`config.mk`:
```
export PLATFORM = sky130hd
export DESIGN_NAME = wave_deserializer_flat
export DESIGN_NICKNAME = d
export VERILOG_FILES = /design/src/rtl/wave_deserializer_pkg.sv /design/src/rtl/wave_deserializer_if.sv /design/src/rtl/wave_shift_window.sv /design/src/rtl/wave_deserializer.sv /design/src/flat_wrapper.sv
export SDC_FILE = /design/constraint.sdc
export NUM_CORES = 1
export LEC_CHECK = 0
export ABC_AREA = 1
export BUFFER_PORTS_ARGS = -buffer_cell sky130_fd_sc_hd__buf_2
export CAP_MARGIN = 30
export CORE_ASPECT_RATIO = 0.7
export CORE_UTILIZATION = 50
export CTS_BUF_LIST = sky130_fd_sc_hd__clkbuf_16
export DETAILED_ROUTE_END_ITERATION = 7
export PLACE_DENSITY = 0.72
export SLEW_MARGIN = 5
export SYNTH_ARGS = -nofsm -noshare
export SYNTH_HDL_FRONTEND = slang
export SYNTH_SLANG_ARGS = --single-unit
```
`constraint.sdc`:
```
create_clock -name clk -period 1.49 [get_ports clk]
set_input_delay 0.2235 -clock clk [delete_from_list [all_inputs] [get_ports clk]]
set_output_delay 0.2235 -clock clk [all_outputs]
set_load 0.01 [all_outputs]
```
`src/rtl/wave_deserializer_pkg.sv`:
```
// Shared constants and types for the waveform deserializer and its generator.
// WD_WIDTH/WD_DEPTH match the generator's 8:1 mux and 16-entry pattern memory;
// WD_EVEN_WORD doubles as the sync word the receiver hunts for.
package wave_deserializer_pkg;

  localparam int         WD_WIDTH      = 8;
  localparam int         WD_DEPTH      = 16;
  localparam logic [7:0] WD_EVEN_WORD  = 8'hCC;
  localparam logic [7:0] WD_ODD_WORD   = 8'hAA;
  localparam int         WD_MISS_LIMIT = 2;

  typedef enum logic {
    HUNT   = 1'b0,
    LOCKED = 1'b1
  } wd_state_t;

endpackage

```
`src/rtl/wave_deserializer_if.sv`:
```
// Serial-in / word-out bundle between a waveform source and the deserializer.
//   master : drives bit_en, waveform; observes the word-level results
//   slave  : samples bit_en, waveform; drives byte_out, byte_valid, word_idx,
//            locked, frame_done, err_count
interface wave_deserializer_if #(
  parameter int WIDTH = wave_deserializer_pkg::WD_WIDTH,
  parameter int DEPTH = wave_deserializer_pkg::WD_DEPTH
);

  logic                     bit_en;
  logic                     waveform;
  logic [WIDTH-1:0]         byte_out;
  logic                     byte_valid;
  logic [$clog2(DEPTH)-1:0] word_idx;
  logic                     locked;
  logic                     frame_done;
  logic [7:0]               err_count;

  modport master (
    output bit_en, waveform,
    input  byte_out, byte_valid, word_idx, locked, frame_done, err_count
  );

  modport slave (
    input  bit_en, waveform,
    output byte_out, byte_valid, word_idx, locked, frame_done, err_count
  );

endinterface

```
`src/rtl/wave_shift_window.sv`:
```
// LSB-first shift register: each enabled cycle the new bit enters at the top,
// so after WIDTH shifts the first bit received sits in bit 0.
//   clk    : clock
//   clear  : synchronous active-high clear (wins over en)
//   en     : shift enable
//   din    : serial input bit
//   q      : current window
//   q_next : window value after a shift with the present din (for look-ahead compare)
module wave_shift_window #(
  parameter int WIDTH = wave_deserializer_pkg::WD_WIDTH
) (
  input  logic             clk,
  input  logic             clear,
  input  logic             en,
  input  logic             din,
  output logic [WIDTH-1:0] q,
  output logic [WIDTH-1:0] q_next
);

  assign q_next = {din, q[WIDTH-1:1]};

  always_ff @(posedge clk) begin
    if (clear) begin
      q <= '0;
    end else if (en) begin
      q <= q_next;
    end
  end

endmodule

```
`src/rtl/wave_deserializer.sv`:
```
// Reassembles the generator's serial waveform into words, finds frame
// alignment on the sync word, checks each word against the alternating
// even/odd pattern and reports lock, word index, frame completion and errors.
//   clk   : clock, all state on posedge
//   clear : synchronous active-high reset
//   bus   : slave side of wave_deserializer_if
//
// state  | meaning
// HUNT   | sliding the window one bit at a time looking for EVEN_WORD
// LOCKED | word-aligned; emitting and checking one word every WIDTH bits
module wave_deserializer
  import wave_deserializer_pkg::*;
#(
  parameter int               WIDTH      = WD_WIDTH,
  parameter int               DEPTH      = WD_DEPTH,
  parameter logic [WIDTH-1:0] EVEN_WORD  = WD_EVEN_WORD,
  parameter logic [WIDTH-1:0] ODD_WORD   = WD_ODD_WORD,
  parameter int               MISS_LIMIT = WD_MISS_LIMIT
) (
  input  logic                clk,
  input  logic                clear,
  wave_deserializer_if.slave  bus
);

  localparam int IDX_W  = $clog2(DEPTH);
  localparam int BIT_W  = $clog2(WIDTH);
  localparam int MISS_W = $clog2(MISS_LIMIT + 1);

  wd_state_t         state, state_next;
  logic [WIDTH-1:0]  window, window_next;
  logic [BIT_W-1:0]  bit_cnt, bit_cnt_next;
  logic [MISS_W-1:0] miss_cnt, miss_cnt_next;
  logic [IDX_W-1:0]  idx_inc, emit_idx;
  logic [WIDTH-1:0]  expected;
  logic              sync_hit, word_done, mismatch;
  logic              emit, acquire, err_inc;

  wave_shift_window #(.WIDTH(WIDTH)) u_window (
    .clk    (clk),
    .clear  (clear),
    .en     (bus.bit_en),
    .din    (bus.waveform),
    .q      (window),
    .q_next (window_next)
  );

  // Compare against the window as it will be after this bit, so the word is
  // recognised on the same edge that samples its last bit.
  assign sync_hit  = bus.bit_en && (window_next == EVEN_WORD);
  assign word_done = bus.bit_en && (bit_cnt == BIT_W'(WIDTH - 1));
  assign idx_inc   = (bus.word_idx == IDX_W'(DEPTH - 1)) ? '0 : bus.word_idx + IDX_W'(1);
  assign expected  = idx_inc[0] ? ODD_WORD : EVEN_WORD;
  assign mismatch  = (window_next != expected);

  always_ff @(posedge clk) begin
    if (clear) begin
      state <= HUNT;
    end else begin
      state <= state_next;
    end
  end

  always_comb begin
    state_next = state;
    case (state)
      HUNT: begin
        if (sync_hit) state_next = LOCKED;
      end
      LOCKED: begin
        if (word_done && mismatch && (miss_cnt == MISS_W'(MISS_LIMIT - 1))) begin
          state_next = HUNT;
        end
      end
      default: state_next = HUNT;
    endcase
  end

  always_comb begin
    emit          = 1'b0;
    acquire       = 1'b0;
    err_inc       = 1'b0;
    emit_idx      = bus.word_idx;
    bit_cnt_next  = bit_cnt;
    miss_cnt_next = miss_cnt;
    case (state)
      HUNT: begin
        if (sync_hit) begin
          emit          = 1'b1;
          acquire       = 1'b1;
          emit_idx      = '0;
          bit_cnt_next  = '0;
          miss_cnt_next = '0;
        end
      end
      LOCKED: begin
        if (word_done) begin
          emit         = 1'b1;
          emit_idx     = idx_inc;
          bit_cnt_next = '0;
          if (mismatch) begin
            err_inc       = 1'b1;
            miss_cnt_next = miss_cnt + MISS_W'(1);
          end else begin
            miss_cnt_next = '0;
          end
        end else if (bus.bit_en) begin
          bit_cnt_next = bit_cnt + BIT_W'(1);
        end
      end
      default: ;
    endcase
  end

  always_ff @(posedge clk) begin
    if (clear) begin
      bit_cnt        <= '0;
      miss_cnt       <= '0;
      bus.byte_out   <= '0;
      bus.byte_valid <= 1'b0;
      bus.word_idx   <= '0;
      bus.locked     <= 1'b0;
      bus.frame_done <= 1'b0;
      bus.err_count  <= '0;
    end else begin
      bit_cnt        <= bit_cnt_next;
      miss_cnt       <= miss_cnt_next;
      bus.byte_valid <= emit;
      bus.frame_done <= emit && (emit_idx == IDX_W'(DEPTH - 1));
      if (emit) begin
        bus.byte_out <= window_next;
        bus.word_idx <= emit_idx;
      end
      if (err_inc && (bus.err_count != 8'hFF)) begin
        bus.err_count <= bus.err_count + 8'd1;
      end
      // Follows the state one cycle late so that locked is still high while
      // the word that broke lock is being presented.
      bus.locked <= acquire || (state == LOCKED);
    end
  end

endmodule

```
`src/flat_wrapper.sv`:
```
// flat-port wrapper written by rule: the top's interface ports become plain ports
module wave_deserializer_flat import wave_deserializer_pkg::*;
#(
  parameter int               WIDTH      = WD_WIDTH,
  parameter int               DEPTH      = WD_DEPTH,
  parameter logic [WIDTH-1:0] EVEN_WORD  = WD_EVEN_WORD,
  parameter logic [WIDTH-1:0] ODD_WORD   = WD_ODD_WORD,
  parameter int               MISS_LIMIT = WD_MISS_LIMIT
)
  (clk, clear, bus_bit_en, bus_waveform, bus_byte_out, bus_byte_valid, bus_word_idx, bus_locked, bus_frame_done, bus_err_count);
  wave_deserializer_if #(.WIDTH(WIDTH), .DEPTH(DEPTH)) bus_i ();
  input  logic clk;
  input  logic clear;
  input wire logic [$bits(bus_i.bit_en)-1:0] bus_bit_en;
  input wire logic [$bits(bus_i.waveform)-1:0] bus_waveform;
  output wire logic [$bits(bus_i.byte_out)-1:0] bus_byte_out;
  output wire logic [$bits(bus_i.byte_valid)-1:0] bus_byte_valid;
  output wire logic [$bits(bus_i.word_idx)-1:0] bus_word_idx;
  output wire logic [$bits(bus_i.locked)-1:0] bus_locked;
  output wire logic [$bits(bus_i.frame_done)-1:0] bus_frame_done;
  output wire logic [$bits(bus_i.err_count)-1:0] bus_err_count;
  assign bus_i.bit_en = bus_bit_en;
  assign bus_i.waveform = bus_waveform;
  assign bus_byte_out = bus_i.byte_out;
  assign bus_byte_valid = bus_i.byte_valid;
  assign bus_word_idx = bus_i.word_idx;
  assign bus_locked = bus_i.locked;
  assign bus_frame_done = bus_i.frame_done;
  assign bus_err_count = bus_i.err_count;
  wave_deserializer #(.WIDTH(WIDTH), .DEPTH(DEPTH), .EVEN_WORD(EVEN_WORD), .ODD_WORD(ODD_WORD), .MISS_LIMIT(MISS_LIMIT)) u_core (.clk(clk), .clear(clear), .bus(bus_i));
endmodule
```
* Word level (Yosys, flattened, before mapping)
Index checks and enable logic that the tools add are counted.
Cells by class: $add $sub $neg 4, equality and inequality tests 10, mux-type cells 22, bitwise operators 1, reduce and logical (&&, ||, !) cells 9
Operator list (count):
- 2-to-1 mux 4 bit | 3
- 2-to-1 mux 3 bit | 3
- adder 8 x 1 -> 8 bit (second input constant) | 1
- equality test 4 bit (second input constant) | 2
- equality test 8 bit (second input constant) | 1
- != test 8 bit | 1
- != test 8 bit (second input constant) | 1
- one-hot mux 4 bit (2 select lines) | 1
- 2-to-1 mux 1 bit | 7
- 2-to-1 mux 7 bit | 1
- logical AND 1 bit | 6
- 2-to-1 mux 2 bit | 3
- one-hot mux 3 bit (2 select lines) | 1
- adder 4 x 1 -> 4 bit (second input constant) | 1
- one-hot mux 1 bit (2 select lines) | 2
- one-hot mux 2 bit (2 select lines) | 1
- AND reduction 2 bit | 2
- adder 3 x 1 -> 3 bit (second input constant) | 1
- equality test 3 bit (second input constant) | 1
- != test 3 bit (second input constant) | 1
- adder 2 x 1 -> 2 bit (second input constant) | 1
- equality test 2 x 1 -> 1 bit (second input constant) | 1
- != test 2 x 1 -> 1 bit (second input constant) | 1
- != test 2 bit (second input constant) | 1
- other kinds (2) | 2
Word-level totals: register bits after elaboration 37, input port bits 4, logic and storage cells 56

* Depth between registers and ports, before layout
depth in word-level cells 8, mapped depth 11

* Modules after synthesis
From an unflattened synthesis, not the netlist that was laid out.
Unflattened totals: cells, all modules 271, area total of the unflattened synthesis 1904.3 µm²
Modules (own cells, without submodules):
- wave_deserializer | instances 1, cells each 212, area each 1496.4 µm², seq. area each 580.6 µm²
- wave_shift_window | instances 1, cells each 59, area each 407.9 µm², seq. area each 160.2 µm²

* Worst setup path after synthesis
No wires, ideal clock.
path type register to register, start reg u_core.bit_cnt[0], end reg u_core.bus.byte_out[3], library setup time 0.109 ns, arrival time 1.367 ns, required time 1.381 ns, setup slack 0.014 ns, stages on the path, launching flop included 10, period minus slack after synthesis 1.476 ns, cells stage by stage dfxtp_1 > ha_1 > ha_1 > nand2_1 > nor2_4 > inv_1 > nand2_2 > or2_2 > nand2_1 > inv_1
Between the ends: word-level cells in the longest chain between the ends 4
RTL lines:
- start, declared | line wave_deserializer.sv:31 | logic [BIT_W-1:0] bit_cnt, bit_cnt_next;
- start signal, assigned | line wave_deserializer.sv:125 | bit_cnt <= bit_cnt_next;
- equality test 3 bit | line wave_deserializer.sv:50 | assign word_done = bus.bit_en && (bit_cnt == BIT_W'(WIDTH - 1));
- logical AND 1 bit | line wave_deserializer.sv:50
- 2-to-1 mux 1 bit | line wave_deserializer.sv:96 | if (word_done) begin
- one-hot mux 1 bit (2 select lines) | line wave_deserializer.sv:85 | case (state)
- end signal, assigned | line wave_deserializer.sv:130 | bus.byte_out <= window_next;
- end, declared | line wave_deserializer_if.sv:26 | output byte_out, byte_valid, word_idx, locked, frame_done, err_count
No other way between the ends. A chain may end at the register's enable or synchronous reset.

* Worst setup path in the final report
start reg u_core.bit_cnt[0], end reg u_core.bus.frame_done
Between the ends: word-level cells in the longest chain between the ends 6
RTL lines:
- equality test 3 bit (*) | line wave_deserializer.sv:50
- logical AND 1 bit (*) | line wave_deserializer.sv:50
- 2-to-1 mux 4 bit | line wave_deserializer.sv:96
- one-hot mux 4 bit (2 select lines) | line wave_deserializer.sv:85
- equality test 4 bit | line wave_deserializer.sv:128 | bus.frame_done <= emit && (emit_idx == IDX_W'(DEPTH - 1));
- logical AND 1 bit (*) | line wave_deserializer.sv:128
- end signal, assigned | line wave_deserializer.sv:128
- end, declared | line wave_deserializer_if.sv:26
Every way passes the cells marked *; elsewhere a longest branch is shown, timed or not.

==> metrics.csv <==
metric,value,unit
outcome,"finished, violations left",
failing checks,setup timing,
number of diodes,0,
Yosys reg bits,36,
Worst Setup Start Kind,register,
Synth cell types,28,
post-synth top area cell,dfxtp_1,
cell area after layout,2290,µm²
FF-to-FF Start,u_core.bit_cnt[0],
area delta synth->final,33.2,%
R2R Setup Slk,-0.003,ns
crit path DAT,1.67,ns
drt pass-1 iters,4,
HP Start,bus_waveform,
H-Tree Depth,2,
GRT met3 Usage,8.28,%
Final Cycle Share,100,%
DR iter-0 viols,101,
row cnt,17,
"Clk pin slew, worst setup/hold paths",0.05,ns
initial antenna violation count,0,
fill count,239,
CP required,1.67,ns
Routed WL,4390,µm
HP Class,input pin to register,
Total Die Area,3690,µm²
CTS tree,done,
count of final hold-check violations,0,
P_leak,1.05,nW
GRT overflow,0,
post-route setup slack,-0.00262,ns
hold path endpoint,u_core.bus.byte_out[7],
pre-CTS WS,-0.134,ns
WL/cell,13.3,µm
post-synth top area share,41.9,%
Cell Pwr Density,893,nW/µm²
gpl congestion,0.840,
Final HPWL DP,2900,µm
RSZ-0062 raised after global routing,yes,
r2r worst-path depth,10,
Worst-Margin Slew,0.536,ns
CTS buffer count,5,
area post-placement,2030,µm²
syn nets,241,
clk_skew,0.00263,ns
r2r endpoint,u_core.bus.frame_done,
Starting Density,53.6,%
nets,291,
WHS Path Cells,3,
maximum capacitance violations,0,
"Slew Viols, Final",0,
Ports,27,
Clock Sinks,36,
DR vias/cell,5.27,
clk buf depth,2,
GR peak layer,met1,
M1 GR Usage,37.3,%
top area cells in the synthesized netlist,"dfxtp_1, nand2_1, nor2_1",
Die Y-Extent,51.1,µm
Ys Warns,0,
cts hold-fix bufs,0,
Synth Instances,232,
Final min period,1.49,ns
vias in the first global route,1544,
total core area,3210,µm²
crit path capture type,register,
largest net degree at the start of global routing,20,
peak supply drop,0.828,mV
Avg Inst Size Synth,7.42,µm²
Skew-Pair Late Insertion Delay,0.28,ns
GR Util All Layers,25.6,%
post-route ant nets,0,
drc violations,0,
sequential area share after synthesis,41.9,%
share of cells above drive strength 1,31.1,%
slew margin rel.,64.2,%
clk root buf,clkbuf_16,
global-route wire length before repair,7160,µm
GR Layer Usage met2,36.8,%
Setup Viol. Count Final,1,
Die Wd,72.1,µm
via count,1739,
Mapped Area,1720,µm²
CP Class,register to register,
critical path peak fanout,3,
IO Port Bufs,26,
f_max,670,MHz
## state kept, by name, indices dropped and copies added, names as in the netlist
signal and flops:
u_core.state 1, u_core.bus.frame_done 1, u_core.bit_cnt 3, u_core.bus.byte_valid 1, u_core.u_window.q 7, u_core.bus.word_idx 4
u_core.miss_cnt 2, u_core.bus.locked 1, u_core.bus.err_count 8, u_core.bus.byte_out 8
## logic make-up after synthesis
| group | count (synthesis) | share of synthesized area, % |
|---|---|---|
| adder cells (fa/ha/maj) | 5 | 3.63 |
| AO/OA/AOI/OAI | 38 | 11.5 |
| AND/OR/NAND/NOR | 120 | 33.9 |
| buffers and inverters | 30 | 7.56 |
| XOR/XNOR | 3 | 1.53 |
| flip-flops | 36 | 41.9 |
## layout make-up
cell class	count	area, µm²	area share, %
sequential	36	723	31.5
tap	47	58.8	2.56
multi-input combinational	167	971	42.3
clock buffer	5	125	5.46
inverter	24	95.1	4.15
clock inverter	3	13.8	0.600
timing repair buffer	48	307	13.4
## cell usage after synthesis (all sizes together)
library cell and count:
xnor2 2, o21ai 17, nand3b 2, nor2 41
inv 23, a31oi 1, nand4 6, nand3 16
xor2 1, nor3 3, a21o 1, a21oi 19
or2 2, clkinv 1, nand2 49, dfxtp 36
ha 5, buf 4, and2 1, clkbuf 2
## per-layer routing
| metal | routed length (µm) | up-vias |
|---|---|---|
| met3 | 243 | 4 |
| met1 | 2200 | 834 |
| met2 | 1930 | 47 |
| met5 | 0 | - |
| li1 | - | 854 |
| met4 | 21 | 0 |
## worst max-delay path, stage by stage, from the launching register on
cell and delay (ns):
dfxtp_2 0.35, ha_4 0.14, ha_4 0.14, nand2_4 0.05, buf_4 0.15, nor3_4 0.14, nand3_1 0.16, nand3_2 0.09
nand2_1 0.05, nand2_1 0.09, nor2_2 0.04
## power by group
part	internal, W	switching, W	total [W]	leakage (nW)
Combinational	0.0000249	0.0000514	0.0000764	0.688
Clock	0.000606	0.000380	0.000986	0.0710
Sequential	0.000976	0.0000102	0.000986	0.292
Total	0.00161	0.000442	0.00205	1.05
## layout by cell type (no fill, tap or decap), types with 4 or more instances in the layout
master     count
nand3_4        5
o21ai_0       14
nand3_1        9
inv_1         19
buf_2         26
buf_4         19
nor2_1        34
clkbuf_16      5
nand2_1       45
nand4_1        6
a21oi_1       19
dfxtp_1       34
nor2_4         4
inv_2          4
## how the worst max path moves through the flow
stage                            startpoint                endpoint  slack, ns
after floorplan           u_core.bit_cnt[0]  u_core.bus.byte_out[3]       0.01
after CTS                 u_core.bit_cnt[0]   u_core.bus.frame_done      0.009
after global placement    u_core.bit_cnt[0]   u_core.bus.frame_done      -0.09
after global routing      u_core.bit_cnt[0]            u_core.state      -0.07
final                     u_core.bit_cnt[0]   u_core.bus.frame_done     -0.003
after detailed placement  u_core.bit_cnt[0]  u_core.bus.byte_out[1]      -0.13
## metrics by stage
| stage | hold slack, ns | std cells | utilization (%) | TNS, ns | total power, W |
|---|---|---|---|---|---|
| final | 0.236 | 330 | 71.4 | -0.00262 | 0.00205 |
| after global routing | 0.258 | 330 | 71.4 | -0.591 | 0.00212 |
| after CTS | 0.240 | 328 | 69.1 | 0 | 0.00205 |
| after detailed placement | 0.452 | 320 | 63.1 | -1.22 | 0.00108 |
| after global placement | 0.451 | 320 | 63.1 | -0.579 | 0.00108 |
| after floorplan | 0.358 | 232 | - | 0 | 0.00105 |
## repair_timing
action                     in CTS  in global routing
setup buffers                   0                  1
setup endpoints to repair      15                 20
gates resized for setup        14                 13
cloned                          0                  1
pin swaps                       2                  6
(Power assumes the default switching activity.)
